`src/rtl/booth_mul_p.sv`:
```
// Sequential radix-2 Booth multiplier, WIDTH-bit operands, per-op signed/unsigned, 2*WIDTH-bit product.
// Latency: WIDTH+1 cycles (signed) or WIDTH+2 cycles (unsigned) from the accepting edge to the done pulse.
// Backpressure: busy is high outside IDLE; start is ignored while busy and there is no request queue.
// Optional overflow flag is built only when BOOTH_MUL_P_OVF_EN is defined; otherwise ovf is tied low.
module booth_mul_p #(
  parameter int         WIDTH    = 16,
  parameter logic [3:0] DTYPE_ID = 4'h1
) (
  input  logic                 clk,
  input  logic                 rst,
  input  logic                 start,
  input  logic [3:0]           dtype,
  input  logic                 sgn,
  input  logic [WIDTH-1:0]     M,
  input  logic [WIDTH-1:0]     Q,
  output logic [2*WIDTH-1:0]   result,
  output logic                 busy,
  output logic                 done,
  output logic                 ovf
);

  localparam int CW = $clog2(WIDTH + 2);

  typedef enum logic [1:0] {IDLE, CALC, DONE} state_t;

  state_t          state;
  state_t          state_nx;
  logic [WIDTH:0]  a_r;
  logic [WIDTH:0]  m_r;
  logic [WIDTH:0]  q_r;
  logic            qm1_r;
  logic            sgn_r;
  logic [CW-1:0]   cnt_r;
  logic            accept;
  logic            last;
  logic [WIDTH:0]  a_sum;
  logic [2*WIDTH-1:0] prod;

  assign accept = start && (dtype == DTYPE_ID);
  assign last   = (cnt_r == '0);
  assign busy   = (state != IDLE);

  // State register.
  always_ff @(posedge clk or posedge rst) begin
    if (rst) state <= IDLE;
    else     state <= state_nx;
  end

  // Next-state: accept only in IDLE, leave CALC once every step has been applied.
  always_comb begin
    state_nx = state;
    case (state)
      IDLE:    if (accept) state_nx = CALC;
      CALC:    if (last)   state_nx = DONE;
      DONE:    state_nx = IDLE;
      default: state_nx = IDLE;
    endcase
  end

  // Booth step: inspect {q[0], q_-1}; subtract on 10, add on 01, hold otherwise.
  always_comb begin
    a_sum = a_r;
    case ({q_r[0], qm1_r})
      2'b10:   a_sum = a_r - m_r;
      2'b01:   a_sum = a_r + m_r;
      default: a_sum = a_r;
    endcase
  end

  // Product alignment: signed runs WIDTH steps, so the multiplier's extension bit
  // is still sitting in q[0]; unsigned runs WIDTH+1 steps and q is all product bits.
  always_comb begin
    prod = '0;
    if (sgn_r) prod = {a_r[WIDTH-1:0], q_r[WIDTH:1]};
    else       prod = {a_r[WIDTH-2:0], q_r};
  end

  // Datapath: operand capture on accept, one shift-add step per CALC cycle, result load on exit.
  always_ff @(posedge clk or posedge rst) begin
    if (rst) begin
      a_r    <= '0;
      m_r    <= '0;
      q_r    <= '0;
      qm1_r  <= 1'b0;
      sgn_r  <= 1'b0;
      cnt_r  <= '0;
      result <= '0;
    end else begin
      case (state)
        IDLE: begin
          if (accept) begin
            m_r   <= sgn ? {M[WIDTH-1], M} : {1'b0, M};
            q_r   <= sgn ? {Q[WIDTH-1], Q} : {1'b0, Q};
            a_r   <= '0;
            qm1_r <= 1'b0;
            sgn_r <= sgn;
            cnt_r <= sgn ? CW'(WIDTH) : CW'(WIDTH + 1);
          end
        end
        CALC: begin
          if (!last) begin
            a_r   <= {a_sum[WIDTH], a_sum[WIDTH:1]};
            q_r   <= {a_sum[0], q_r[WIDTH:1]};
            qm1_r <= q_r[0];
            cnt_r <= cnt_r - 1'b1;
          end else begin
            result <= prod;
          end
        end
        default: ;
      endcase
    end
  end

  // Done pulse: registered on the same edge that loads result.
  always_ff @(posedge clk or posedge rst) begin
    if (rst) done <= 1'b0;
    else     done <= (state == CALC) && last;
  end

`ifdef BOOTH_MUL_P_OVF_EN
  // Overflow: product does not fit back into WIDTH bits of the operand's own type.
  always_ff @(posedge clk or posedge rst) begin
    if (rst) begin
      ovf <= 1'b0;
    end else if ((state == CALC) && last) begin
      if (sgn_r) ovf <= !((&prod[2*WIDTH-1:WIDTH-1]) || !(|prod[2*WIDTH-1:WIDTH-1]));
      else       ovf <= |prod[2*WIDTH-1:WIDTH];
    end
  end
`else
  assign ovf = 1'b0;
`endif

endmodule
```
`config.mk`:
```
export PLATFORM = sky130hd
export DESIGN_NAME = booth_mul_p
export DESIGN_NICKNAME = d
export VERILOG_FILES = /design/src/rtl/booth_mul_p.sv
export SDC_FILE = /design/constraint.sdc
export NUM_CORES = 1
export LEC_CHECK = 0
export CORE_MARGIN = 2
export CORE_UTILIZATION = 55
export CTS_CLUSTER_DIAMETER = 80
export DETAILED_ROUTE_END_ITERATION = 16
export PLACE_DENSITY = 0.81
export REMOVE_ABC_BUFFERS = 1
export SLEW_MARGIN = 20
export SYNTH_ARGS = -nofsm -noshare
export SYNTH_HDL_FRONTEND = slang
export SYNTH_SLANG_ARGS = --single-unit
```
`constraint.sdc`:
```
create_clock -name clk -period 4.5 [get_ports clk]
set_input_delay 0.45 -clock clk [delete_from_list [all_inputs] [get_ports clk]]
set_output_delay 0.45 -clock clk [all_outputs]
set_load 0.03 [all_outputs]
```
Word level (Yosys, flattened, before mapping)
Cells that the tools add are included.
Word-level totals
  register bits after elaboration: 93
  input bits: 40
  output and inout port bits: 35
Cells by class
  add/sub/neg operators: 3
  equal/unequal tests: 7
  muxes and demuxes: 20
  reductions and logical operators: 10
Operators with widths (number)
  two-way mux 17 bit: 6
  one-hot mux 17 bit (2 select lines): 3
  two-way mux 32 bit: 1
  adder 17 bit: 1
  subtractor 17 bit: 1
  two-way mux 5 bit: 2
  one-hot mux 5 bit (2 select lines): 1
  inequality test 2 bit (second input constant): 3
  AND reduction 2 bit: 3
  logical NOT 5 bit: 1
  subtractor 5 x 1 -> 5 bit (second input constant): 1
  equality test 2 x 1 -> 1 bit (second input constant): 2
  equality test 4 x 1 -> 1 bit (second input constant): 1
  two-way mux 2 bit: 2
  one-hot mux 2 bit (2 select lines): 1
  nonzero test 2 bit: 2
  two-way mux 1 bit: 3
  AND reduction 3 bit: 1
  equality test 2 bit (second input constant): 1
  logical AND 1 bit: 2
  logical NOT 2 bit: 1
  one-hot mux 1 bit (2 select lines): 1

Longest topological paths before layout
Gate-level depths: netlist (run 1).
  depth in word-level cells: 4
  mapped depth: 15
  depth with buffers taken out: 14

Least setup slack after synthesis (run 1)
OpenSTA, ideal clock, no wires.
  path kind: reg-to-reg
  from: reg q_r[0]
  to: reg a_r[15]
  library setup time: 0.121 ns
  data arrival time: 2.900 ns
  data required time: 4.379 ns
  slack: 1.479 ns
  stages on the path, launching flop included: 16
  buffers on the path: 1
  period minus slack after synthesis: 3.021 ns
  path through: dfrtp_1 inv_1 ha_1 clkbuf_1 inv_1 a21oi_1 o21ai_0 xor2_1 ha_1 a21oi_1 o21ai_0 nor3_1 a21oi_1 xnor2_1 o21ai_1 a22o_1
Between the ends
  longest elaborated chain between the ends: 4
  elaborated cells on any way between the ends: 5
RTL lines
  start: declaration: line 30  | logic [WIDTH:0] q_r;
  start signal: assignment: line 93  | q_r <= sgn ? {Q[WIDTH-1], Q} : {1'b0, Q};
  start signal: assignment: line 103  | q_r <= {a_sum[0], q_r[WIDTH:1]};
  equality test 2 x 1 -> 1 bit / equality test 2 bit (equally long branches): line 63  | case ({q_r[0], qm1_r})
  one-hot mux 17 bit (2 select lines) *: line 63
  two-way mux 17 bit *: line 101  | if (!last) begin
  one-hot mux 17 bit (2 select lines) *: line 89  | case (state)
  end signal: assignment: line 102  | a_r <= {a_sum[WIDTH], a_sum[WIDTH:1]};
  end: declaration: line 28  | logic [WIDTH:0] a_r;
Mark *: on every way between the ends. The rest lies on a longest branch, timed or not. The select of a mux whose other input is x is not followed.
A chain may end at the register's enable or synchronous reset.

Worst setup path after layout (run 1)
Ends and elaborated chain as after synthesis.

==> results of run 1 <==
-- how the worst max path moves through the flow --
| stage | start | endpoint | depth (start not counted) |
|---|---|---|---|
| 6_report | q_r[0]$_DFFE_PP0P_ | a_r[15]$_DFFE_PP0P_ | 14 |
| 5_1_grt | q_r[0]$_DFFE_PP0P_ | a_r[15]$_DFFE_PP0P_ | 14 |
| 4_1_cts | q_r[0]$_DFFE_PP0P_ | a_r[15]$_DFFE_PP0P_ | 14 |
| 3_5_place_dp | q_r[0]$_DFFE_PP0P_ | a_r[15]$_DFFE_PP0P_ | 14 |
| 3_3_place_gp | q_r[0]$_DFFE_PP0P_ | a_r[15]$_DFFE_PP0P_ | 14 |
| 2_1_floorplan | m_r[7]$_DFFE_PP0P_ | a_r[15]$_DFFE_PP0P_ | 12 |
-- power groups by stage --
stage	Combinational, mW	Clock (mW)	Sequential [mW]
finish	3.07	0.630	1.59
global route	3.42	0.676	1.65
CTS	3.07	0.633	1.59
detailed placement	3.05	0	1.61
floorplan	2.05	0	1.72
global placement	2.96	0	1.58
-- layer usage --
layer  vias to the layer above  share of wire
met2                       121           0.47
met3                        17          0.052
met1                      2029           0.46
met4                         0          0.019
li1                       2122              -
met5                         -              0
-- sequential cells by signal, summed over array words and instances (netlist names) --
| signal | count |
|---|---|
| m_r | 17 |
| done | 1 |
| sgn_r | 1 |
| cnt_r | 5 |
| qm1_r | 1 |
| result | 32 |
| a_r | 16 |
| state | 2 |
| q_r | 17 |
-- cell families (layout without fill, tap and decap cells) --
family	count (synthesis)	after routing
simple gates	217	217
compound gates	140	140
flops	92	92
buf+inv	48	110
mux	35	35
xor+xnor	29	29
fa+ha+maj	20	20
other cells	1	1
-- final cells by class --
| cell class | instances | area, µm² | share of cell area |
|---|---|---|---|
| clock buffers | 10 | 128 | 0.0208 |
| clock inverters | 6 | 93.8 | 0.0153 |
| inverters | 17 | 65.1 | 0.0106 |
| multi-input cells | 442 | 2650 | 0.432 |
| flip-flops and latches | 92 | 2300 | 0.375 |
| well taps | 111 | 139 | 0.0226 |
| repair buffers | 77 | 761 | 0.124 |
-- metrics by stage --
stage	power (mW)	instance area (µm²)
floorplan	3.77	5010
global placement	4.54	5910
detailed placement	4.66	5910
CTS	5.29	6140
global route	5.75	6140
finish	5.30	6140
-- worst min-delay path: cells and delay by family, from the launching register on --
family,cells,cell delay (ns)
AOI/OAI and AO/OA,1,0.05
DFF,1,0.35
and+or+nand+nor,1,0.04
-- Yosys cell counts, drive strengths merged (2+ instances only) --
| master | instances | share of area |
|---|---|---|
| nand2 | 137 | 0.10 |
| dfrtp | 92 | 0.45 |
| o21ai | 61 | 0.059 |
| nor2 | 41 | 0.030 |
| mux2i | 34 | 0.066 |
| a21oi | 27 | 0.026 |
| clkbuf | 23 | 0.017 |
| ha | 19 | 0.046 |
| a31oi | 18 | 0.022 |
| inv | 17 | 0.012 |
| xor2 | 17 | 0.029 |
| xnor2 | 12 | 0.022 |
| a32oi | 9 | 0.015 |
| buf | 8 | 0.0078 |
| nor3 | 8 | 0.011 |
| nand2b | 6 | 0.0073 |
| nand3 | 6 | 0.0058 |
| a21o | 5 | 0.0073 |
| o31ai | 5 | 0.0073 |
| a22o | 4 | 0.0068 |
| nor2b | 3 | 0.0037 |
| or4 | 3 | 0.0058 |
| and3 | 2 | 0.0024 |
| nor4b | 2 | 0.0034 |
| o211ai | 2 | 0.0029 |
| o21a | 2 | 0.0029 |
==> results.ini, run 1 <==
[worst_setup_path]
ff2ff_path_depth=14
critical_path.max_stage_delay_ns=0.43
worst-endpoint-required_ns=4.76
worst-r2r-setup-slack_ns=1.11
worst-endpoint-arrival_ns=3.65
cpMaxStageDelayCell=sky130_fd_sc_hd__ha_1
r2r_end=a_r[15]$_DFFE_PP0P_
critical_path.n_buffers_inverters=2
cp-end-kind=register
crit_top_cell=sky130_fd_sc_hd__a21oi_1
critical_path_class=reg2reg
reg2reg_from=q_r[0]$_DFFE_PP0P_
crit_chain=inv_1 > ha_1 > inv_1 > a21oi_1 > o21ai_0 > xor2_1 > ha_1 > a21oi_1 > o21ai_0 > nor3_1 > a21oi_1 > xnor2_1 > o21ai_1 > a22o_1
critPathTopFamily=compound AO/OA/AOI/OAI gates
worst-path-max-fanout=12
worstSetupStartpointType=register

[sta]
setup-violations-final=0
final_critical_path_setup_slack_ns=1.11
clock_skew_ns=0.0142
period_minus_slack_ns=3.39
fin_worst_hold_slack_ns=0.481
actual_transition_at_the_worst_max_transition_pin_ns=1.01
final_hold_viol_count=0
slew_headroom=0.330
report.final.slew_viol_count=0
timing.fmax_mhz=295
unrepaired_setup_endpoints_after_global_routing=no
period_share=0.753
fin_tns_setup_ns=0

[floorplan]
floorplan.io_pins=75
design.die.area_um2=10100
die_w_um=101
chipHeight_um=101
rows=35
floorplan.core_area_um2=9150
starting_density_of_the_core=0.561

[global_route]
grt_start_max_net_pins=67
globalRouteMet3Util=0.0472
top_usage_layer=met2
grt_first_pass_wirelength_um=19500
globalRoute.totalOverflow=0
first_global_vias=4213
groute.layer.met1.usage=0.328
initial_antenna_violation_count=0
grt_usage=0.244
global_route.usage.met2=0.386

[synthesis]
synthDistinctLibCells=53
asyncSetResetFlopFracSynth=1.00
synthesis.instances=582
synth_fa_ha_area_frac=0.0502
synth-xor-area-share=0.0509
postSynthRegisterBits=92
seq_area_frac_synth=0.448
muxShareOfSynthArea=0.0685
syn-cell-area_um2=5140
synth-compound-area-share=0.162
synth_edf_count=0
combinational_family_with_the_most_area_after_synthesis=simple AND/OR/NAND/NOR gates
synth_simple_gate_area_share=0.183
synth_flop_cell=sky130_fd_sc_hd__dfrtp_1
synth.yosys.warnings=0
synthesis.area_per_instance_um2=8.83

[power_and_ir_drop]
power_density_nw_per_um2=863
power.share.clock=0.119
ir_drop_mv=0.452
comb_power_share=0.580
power.share.switching=0.469
seqPwrFrac=0.301
power.leakage_nw=2.74
power_report.internal_total_mw=2.81
power_switching_mw=2.49

[cells_and_area]
final-instance-count-excl-fill=755
layout-area-overhead-vs-synth_pct=19.6
layout.cells.most_common_list=sky130_fd_sc_hd__nand2_1, sky130_fd_sc_hd__dfrtp_1, sky130_fd_sc_hd__clkdlybuf4s50_1
finish.net_count=699
nFillCells=750
antenna-diode-count=0
final_layout_size_suffix_gt1_frac=0.0481
finalCoreUtilization=0.671
final_common_cell=sky130_fd_sc_hd__nand2_1

[routing]
vias=4289
drtPass1Iterations=4
drc_errors=0
detail_route.wirelength_um=11600
antenna_violating_nets_post_route=0
post_drt_wl_per_cell_um=15.3
first_iter_violations=190
routed_via_density=5.68

[min_path]
min_from=result[25]$_DFFE_PP0P_
hold_path_depth=2
hold_crit_path_type=reg2reg
holdPathEnd=result[25]$_DFFE_PP0P_

[placement]
port_buffers=73
detailedPlacementHpwl_um=8010
gpl.final_weighted_congestion=0.904
post-place-cells=739
dpl_worst_slack_ns=1.19

[cts]
clkLatencyLatePin_ns=0.38
ctsLongestPathBuffers=2
cts_sinks=92
clock_tree.htree_level_count=3
clkSlewWorstSetupHoldPaths_ns=0.10
holdBufCountCts=0
tritoncts=done
cell_at_the_root_of_the_clock_tree=sky130_fd_sc_hd__clkbuf_8
postCtsSetupBuffers=0
cts_resized=0
tritoncts.num_buffers=9

[outcome]
run_status=complete, no violations

[flow_run]
maxCapViolCount=0

Note: power is estimated with default switching activity, not from simulation.
==> run 2: changes to the inputs <==
--- a/config.mk
+++ b/config.mk
@@ -6,10 +6,10 @@
 export NUM_CORES = 1
 export LEC_CHECK = 0
 export CORE_MARGIN = 2
-export CORE_UTILIZATION = 55
+export CORE_UTILIZATION = 50
 export CTS_CLUSTER_DIAMETER = 80
 export DETAILED_ROUTE_END_ITERATION = 16
-export PLACE_DENSITY = 0.81
+export PLACE_DENSITY = 0.77
 export REMOVE_ABC_BUFFERS = 1
 export SLEW_MARGIN = 20
 export SYNTH_ARGS = -nofsm -noshare
==> constraint.sdc (replaced) <==
create_clock -name clk -period 2.9 [get_ports clk]
set_input_delay 0.29 -clock clk [delete_from_list [all_inputs] [get_ports clk]]
set_output_delay 0.29 -clock clk [all_outputs]
set_load 0.03 [all_outputs]
==> run 2 against run 1 <==
  * The flow now finishes with violations (negative setup slack)
  * Fmax up 11%
  * Sequential cell count unchanged
  * Utilization up 1.7 points
  * Clock skew down 0.0037 ns
  * Non-clock buffer count up 55
  * Global-route usage down 1.3 points
  * Worst setup slack worse by 1.3 ns
  * Sequential share of layout area down 3.6 points
  * Final cell count up 10%
  * Worst hold slack worse by 0.15 ns
  * Clock-buffer cell count up 2
  * Clock power up 46%
  * Largest cell class unchanged
  * Largest power group unchanged
  * Highest routed layer unchanged
==> results.ini, run 2 (synthesized netlist as in run 1, its figures left out) <==
[cts]
clkSlewWorstSetupHoldPaths_ns=0.09  ; about the same
clock_tree.htree_level_count=3  ; unchanged
holdBufCountCts=0  ; unchanged
cell_at_the_root_of_the_clock_tree=sky130_fd_sc_hd__clkbuf_8
tritoncts.num_buffers=9  ; unchanged
clkLatencyLatePin_ns=0.37  ; about the same
cts_sinks=92  ; unchanged
tritoncts=done
ctsLongestPathBuffers=2  ; unchanged

[min_path]
hold_crit_path_type=in2async

[sta]
setup-violations-final=6  ; +6
timing.fmax_mhz=327  ; +11%
actual_transition_at_the_worst_max_transition_pin_ns=0.646  ; -0.359 ns
period_minus_slack_ns=3.06  ; -0.326 ns
final_hold_viol_count=0  ; unchanged
unrepaired_setup_endpoints_after_global_routing=yes
report.final.slew_viol_count=0  ; unchanged
slew_headroom=0.563  ; +0.233
final_critical_path_setup_slack_ns=-0.162  ; -1.27 ns
period_share=1.06  ; +0.303
clock_skew_ns=0.0105  ; -0.00369 ns

[global_route]
grt_start_max_net_pins=93  ; +39%
first_global_vias=4356  ; +3.4%
grt_usage=0.231  ; -0.0127
globalRoute.totalOverflow=0  ; unchanged
initial_antenna_violation_count=0  ; unchanged
grt_first_pass_wirelength_um=20900  ; +7.2%

[flow_run]
maxCapViolCount=0  ; unchanged

[placement]
gpl.final_weighted_congestion=0.903  ; -0.17%
post-place-cells=808  ; +9.3%
detailedPlacementHpwl_um=8840  ; +10%
dpl_worst_slack_ns=-0.298  ; -1.49 ns
port_buffers=73  ; unchanged

[worst_setup_path]
critical_path_class=reg2reg
worst-endpoint-arrival_ns=3.37  ; -0.28 ns
reg2reg_from=m_r[0]$_DFFE_PP0P_
ff2ff_path_depth=12  ; -2
worst-path-max-fanout=4  ; -8
cp-end-kind=register
worst-endpoint-required_ns=3.21  ; -1.55 ns
r2r_end=a_r[10]$_DFFE_PP0P_
worstSetupStartpointType=register
worst-r2r-setup-slack_ns=-0.16  ; -1.27 ns

[routing]
post_drt_wl_per_cell_um=14.9  ; -3.0%
detail_route.wirelength_um=12400  ; +6.9%
vias=4474  ; +4.3%
antenna_violating_nets_post_route=0  ; unchanged
first_iter_violations=202  ; +6.3%
drtPass1Iterations=4  ; unchanged
drc_errors=0  ; unchanged
routed_via_density=5.38  ; -5.3%

[cells_and_area]
layout-area-overhead-vs-synth_pct=32.1
finish.net_count=754  ; +7.9%
antenna-diode-count=0  ; unchanged
largest_reg_flops=32  ; unchanged
final_layout_size_suffix_gt1_frac=0.169  ; +0.121
final_common_cell=sky130_fd_sc_hd__nand2_1
reg.largest.list=result: 32 flops, m_r: 17 flops, q_r: 17 flops
final-instance-count-excl-fill=832  ; +10%
registers.top_by_ff_count=result
layout.cells.most_common_list=sky130_fd_sc_hd__nand2_1, sky130_fd_sc_hd__dfrtp_1, sky130_fd_sc_hd__clkdlybuf4s50_1

[floorplan]
chipHeight_um=105  ; +4.7%
floorplan.core_area_um2=9860  ; +7.8%
rows=36  ; +2.9%
die_w_um=105  ; +4.7%
floorplan.io_pins=75  ; unchanged
design.die.area_um2=11100  ; +9.6%
starting_density_of_the_core=0.521  ; -0.0405

[outcome]
violations=negative setup slack
run_status=complete, but fails checks

[power_and_ir_drop]
power.leakage_nw=3.05  ; +11%
power_density_nw_per_um2=1400  ; +62%
ir_drop_mv=0.654  ; +45%

[run 2: cell types whose count changed in the layout (fill, tap and decap cells not counted), sizes merged]
cell	before	now
clkinv	2	1
bufinv	2	1
buf	4	59
clkbuf	10	12
[run 2: metal layers]
layer / vias up / track usage / routed length [µm]
met4: 0 / 0.0876 / 318
met5: - / 0 / 0
met2: 117 / 0.386 / 6020
li1: 2237 / - / -
met1: 2097 / 0.313 / 5600
met3: 23 / 0.0229 / 430
[run 2: stage by stage]
step / instance area [µm²] / total power, mW / utilization / hold slack, ns / setup TNS, ns
global route: 6780 / 10.2 / 0.688 / 0.414 / -1.70
CTS: 6650 / 9.06 / 0.674 / 0.375 / -0.758
global placement: 6310 / 7.64 / 0.639 / 0.460 / -0.574
detailed placement: 6310 / 7.85 / 0.639 / 0.470 / -1.11
finish: 6780 / 9.48 / 0.688 / 0.329 / -0.472
floorplan: 5010 / 5.86 / - / 0.395 / -0.178
[run 2: worst max path at each step]
| stage | startpoint | end | slack [ns] | cells after the start |
|---|---|---|---|---|
| after floorplan | m_r[7]$_DFFE_PP0P_ | a_r[15]$_DFFE_PP0P_ | -0.09 | 12 |
| final | m_r[0]$_DFFE_PP0P_ | a_r[10]$_DFFE_PP0P_ | -0.16 | 12 |
| after detailed placement | m_r[0]$_DFFE_PP0P_ | a_r[15]$_DFFE_PP0P_ | -0.30 | 14 |
| after global placement | m_r[0]$_DFFE_PP0P_ | a_r[10]$_DFFE_PP0P_ | -0.16 | 12 |
| after global routing | m_r[0]$_DFFE_PP0P_ | a_r[15]$_DFFE_PP0P_ | -0.28 | 14 |
| after CTS | m_r[0]$_DFFE_PP0P_ | a_r[10]$_DFFE_PP0P_ | -0.17 | 12 |
[run 2: cell type report]
class	count	area, µm²
multi-input cells	442	2840
clock buffers	12	155
inverters	17	65.1
clock inverters	4	55.1
fillers	794	3080
well taps	133	166
repair buffers	132	1200
flip-flops and latches	92	2300
[run 2: worst max-delay path, stage by stage, from the launching register on]
cell and delay (ns):
sky130_fd_sc_hd__dfrtp_1 0.41, sky130_fd_sc_hd__inv_2 0.09, sky130_fd_sc_hd__ha_4 0.14, sky130_fd_sc_hd__or4b_4 0.51, sky130_fd_sc_hd__o41ai_4 0.24, sky130_fd_sc_hd__xnor2_1 0.16
sky130_fd_sc_hd__ha_1 0.28, sky130_fd_sc_hd__a21o_1 0.24, sky130_fd_sc_hd__a21o_1 0.21, sky130_fd_sc_hd__a21oi_2 0.14, sky130_fd_sc_hd__nand2_1 0.09, sky130_fd_sc_hd__or4_1 0.40
sky130_fd_sc_hd__nand3_1 0.09
[run 2: what timing repair did]
action / 4_1_cts / 5_1_grt
buffers inserted: 7 / 3
pin swaps: 13 / 21
setup endpoints to repair: 7 / 11
gates resized for setup: 25 / 28
[run 2: report_power, final]
part / total (mW) / leakage (nW) / switching, mW / internal [mW]
registers: 2.34 / 1.16 / 0.499 / 1.84
clock network: 0.918 / 0.104 / 0.466 / 0.452
logic: 6.22 / 1.79 / 3.33 / 2.89
==> run 3: changes to the inputs <==
--- a/config.mk
+++ b/config.mk
@@ -8,7 +8,9 @@
 export CORE_MARGIN = 2
 export CORE_UTILIZATION = 50
 export CTS_CLUSTER_DIAMETER = 80
+export CTS_CLUSTER_SIZE = 40
 export DETAILED_ROUTE_END_ITERATION = 16
+export GPL_TIMING_DRIVEN = 0
 export PLACE_DENSITY = 0.77
 export REMOVE_ABC_BUFFERS = 1
 export SLEW_MARGIN = 20
==> run 3 against run 2 <==
  * The run still ends with negative setup slack left
  * Largest power group unchanged
  * Final cell count down 3.8%
  * Via count increased by 0.11%
  * Final area down 1.4%
  * Critical endpoint is now a_r[15]$_DFFE_PP0P_
  * Non-clock buffer count shrank 32
  * Wire length rose by 4.7%
  * Critical path depth up 2
  * Sequential power increased by 5%
==> results.ini, run 3 (synthesized netlist as in run 1, its figures left out) <==
[floorplan]
starting_density_of_the_core=0.521  ; unchanged
chipHeight_um=105  ; unchanged
floorplan.core_area_um2=9860  ; unchanged
rows=36  ; unchanged
floorplan.io_pins=75  ; unchanged
die_w_um=105  ; unchanged
design.die.area_um2=11100  ; unchanged

[cts]
tritoncts=done
cts_sinks=92  ; unchanged
ctsLongestPathBuffers=2  ; unchanged
tritoncts.num_buffers=9  ; unchanged
clkLatencyLatePin_ns=0.37  ; about the same
clkSlewWorstSetupHoldPaths_ns=0.09  ; about the same
clock_tree.htree_level_count=3  ; unchanged
cell_at_the_root_of_the_clock_tree=sky130_fd_sc_hd__clkbuf_8

[outcome]
run_status=complete, but fails checks
violations=negative setup slack

[global_route]
grt_usage=0.236  ; +0.00449
first_global_vias=4387  ; +0.71%
grt_first_pass_wirelength_um=21200  ; +1.4%
globalRoute.totalOverflow=0  ; unchanged
initial_antenna_violation_count=0  ; unchanged
grt_start_max_net_pins=60  ; -35%

[cells_and_area]
final_common_cell=sky130_fd_sc_hd__nand2_1
final_layout_size_suffix_gt1_frac=0.151  ; -0.0174
finalCoreUtilization=0.678  ; -0.00977
reg.largest.list=result: 32 flops, m_r: 17 flops, q_r: 17 flops
largest_reg_flops=32  ; unchanged
registers.top_by_ff_count=result
layout-area-overhead-vs-synth_pct=30.2
layout.cells.most_common_list=sky130_fd_sc_hd__nand2_1, sky130_fd_sc_hd__dfrtp_1, sky130_fd_sc_hd__clkdlybuf4s50_1
finish.net_count=722  ; -4.2%
antenna-diode-count=0  ; unchanged

[worst_setup_path]
cp-end-kind=register
cpMaxStageDelayCell=sky130_fd_sc_hd__or4b_4
worstSetupStartpointType=register
critical_path.n_buffers_inverters=1  ; unchanged
critical_path_class=reg2reg
critPathTopFamily=simple AND/OR/NAND/NOR gates
critical_path.max_stage_delay_ns=0.55  ; +0.04 ns
setup.worst_path.start=m_r[1]$_DFFE_PP0P_
crit_top_cell=sky130_fd_sc_hd__a21oi_2
crit_chain=inv_2 > ha_4 > or4b_4 > nor2_4 > a21oi_2 > xor2_2 > ha_4 > a21oi_2 > nand3_1 > a21oi_1 > a21oi_2 > xnor2_1 > o21ai_1 > a22o_1
worst-endpoint-arrival_ns=3.34  ; -0.03 ns
reg2reg_from=m_r[1]$_DFFE_PP0P_
worst-path-max-fanout=6  ; +2
worst-endpoint-required_ns=3.16  ; -0.05 ns

[flow_run]
maxCapViolCount=0  ; unchanged

[routing]
detail_route.wirelength_um=13000  ; +4.7%
post_drt_wl_per_cell_um=16.2  ; +8.9%
antenna_violating_nets_post_route=0  ; unchanged
drc_errors=0  ; unchanged
first_iter_violations=215  ; +6.4%
routed_via_density=5.60  ; +4.1%
drtPass1Iterations=5  ; +1
vias=4479  ; +0.11%

[power_and_ir_drop]
power.share.clock=0.099  ; +0.002
power.share.switching=0.469  ; +0.0157
seqPwrFrac=0.262  ; +0.015
totalPowerFinal_mw=9.36  ; -1.3%
power_switching_mw=4.38  ; +2.1%
power.leakage_nw=2.90  ; -5.0%
power_report.internal_total_mw=4.97  ; -4.1%
ir_drop_mv=0.876  ; +34%
comb_power_share=0.639  ; -0.017
power_density_nw_per_um2=1400  ; +0.14%

[placement]
port_buffers=73  ; unchanged
gpl.final_weighted_congestion=0.845  ; -6.3%
detailedPlacementHpwl_um=8530  ; -3.5%

[sta]
unrepaired_setup_endpoints_after_global_routing=yes
fin_tns_setup_ns=-0.513  ; -0.0411 ns
clock_skew_ns=0.0108  ; +0.000284 ns
setup-violations-final=4  ; -2
period_minus_slack_ns=3.09  ; +0.0233 ns
fin_worst_hold_slack_ns=0.281  ; -0.0483 ns
final_hold_viol_count=0  ; unchanged
actual_transition_at_the_worst_max_transition_pin_ns=1.06  ; +0.409 ns
timing.fmax_mhz=324  ; -0.76%
final_critical_path_setup_slack_ns=-0.186  ; -0.0233 ns
period_share=1.06  ; +0.00804
report.final.slew_viol_count=0  ; unchanged
slew_headroom=0.297  ; -0.267

[min_path]
hold_crit_path_type=in2async

run 3: cell types whose count changed in the layout (fill, tap and decap cells not counted), sizes merged:
cell	before	now
inv	18	17
clkinvlp	1	2
buf	59	27
run 3: timing repair:
item                                    in CTS  in global routing
buffers inserted                            12                 11
gates resized for setup                     29                 38
pin swaps                                   19                 24
endpoints found under the setup margin      27                 27
hold buffers                                 0                  0
run 3: area by class of cell:
class | count | area, µm²
Multi-Input combinational cell | 442 | 2940
Clock inverter | 4 | 55.1
Sequential cell | 92 | 2310
Tap cell | 133 | 166
Timing Repair Buffer | 100 | 997
Inverter | 17 | 70.1
Clock buffer | 12 | 155
Fill cell | 752 | 3180
run 3: final timing paths:
kind	end	slack [ns]	cells past startpoint
worst max-delay path	a_r[15]$_DFFE_PP0P_	-0.19	14
worst min register to register	result[0]$_DFFE_PP0P_	0.48	2
min in group clk	m_r[4]$_DFFE_PP0P_	0.43	3
worst min-delay path	result[2]$_DFFE_PP0P_	0.28	2
max in group asynchronous	m_r[7]$_DFFE_PP0P_	1.96	3
worst max register to register	a_r[15]$_DFFE_PP0P_	-0.19	14
run 3: power groups by stage:
stage	Combinational (mW)	Clock (mW)	Sequential [mW]
floorplan	3.19	0	2.67
global placement	4.56	0	2.45
detailed placement	4.81	0	2.44
CTS	5.26	0.937	2.43
global route	6.55	0.990	2.53
finish	5.98	0.922	2.45
run 3: metal layers:
layer	track usage	part of all wire
met4	0.0933	0.022
met3	0.0260	0.043
met2	0.395	0.49
met5	0	0
met1	0.313	0.44
run 3: stage by stage:
step	area, µm²	cells	setup WS [ns]
finish	6690	800	-0.186
global route	6690	800	-0.329
CTS	6430	789	-0.197
detailed placement	6010	761	-0.572
global placement	5910	757	-1.17
floorplan	5010	551	-0.0890
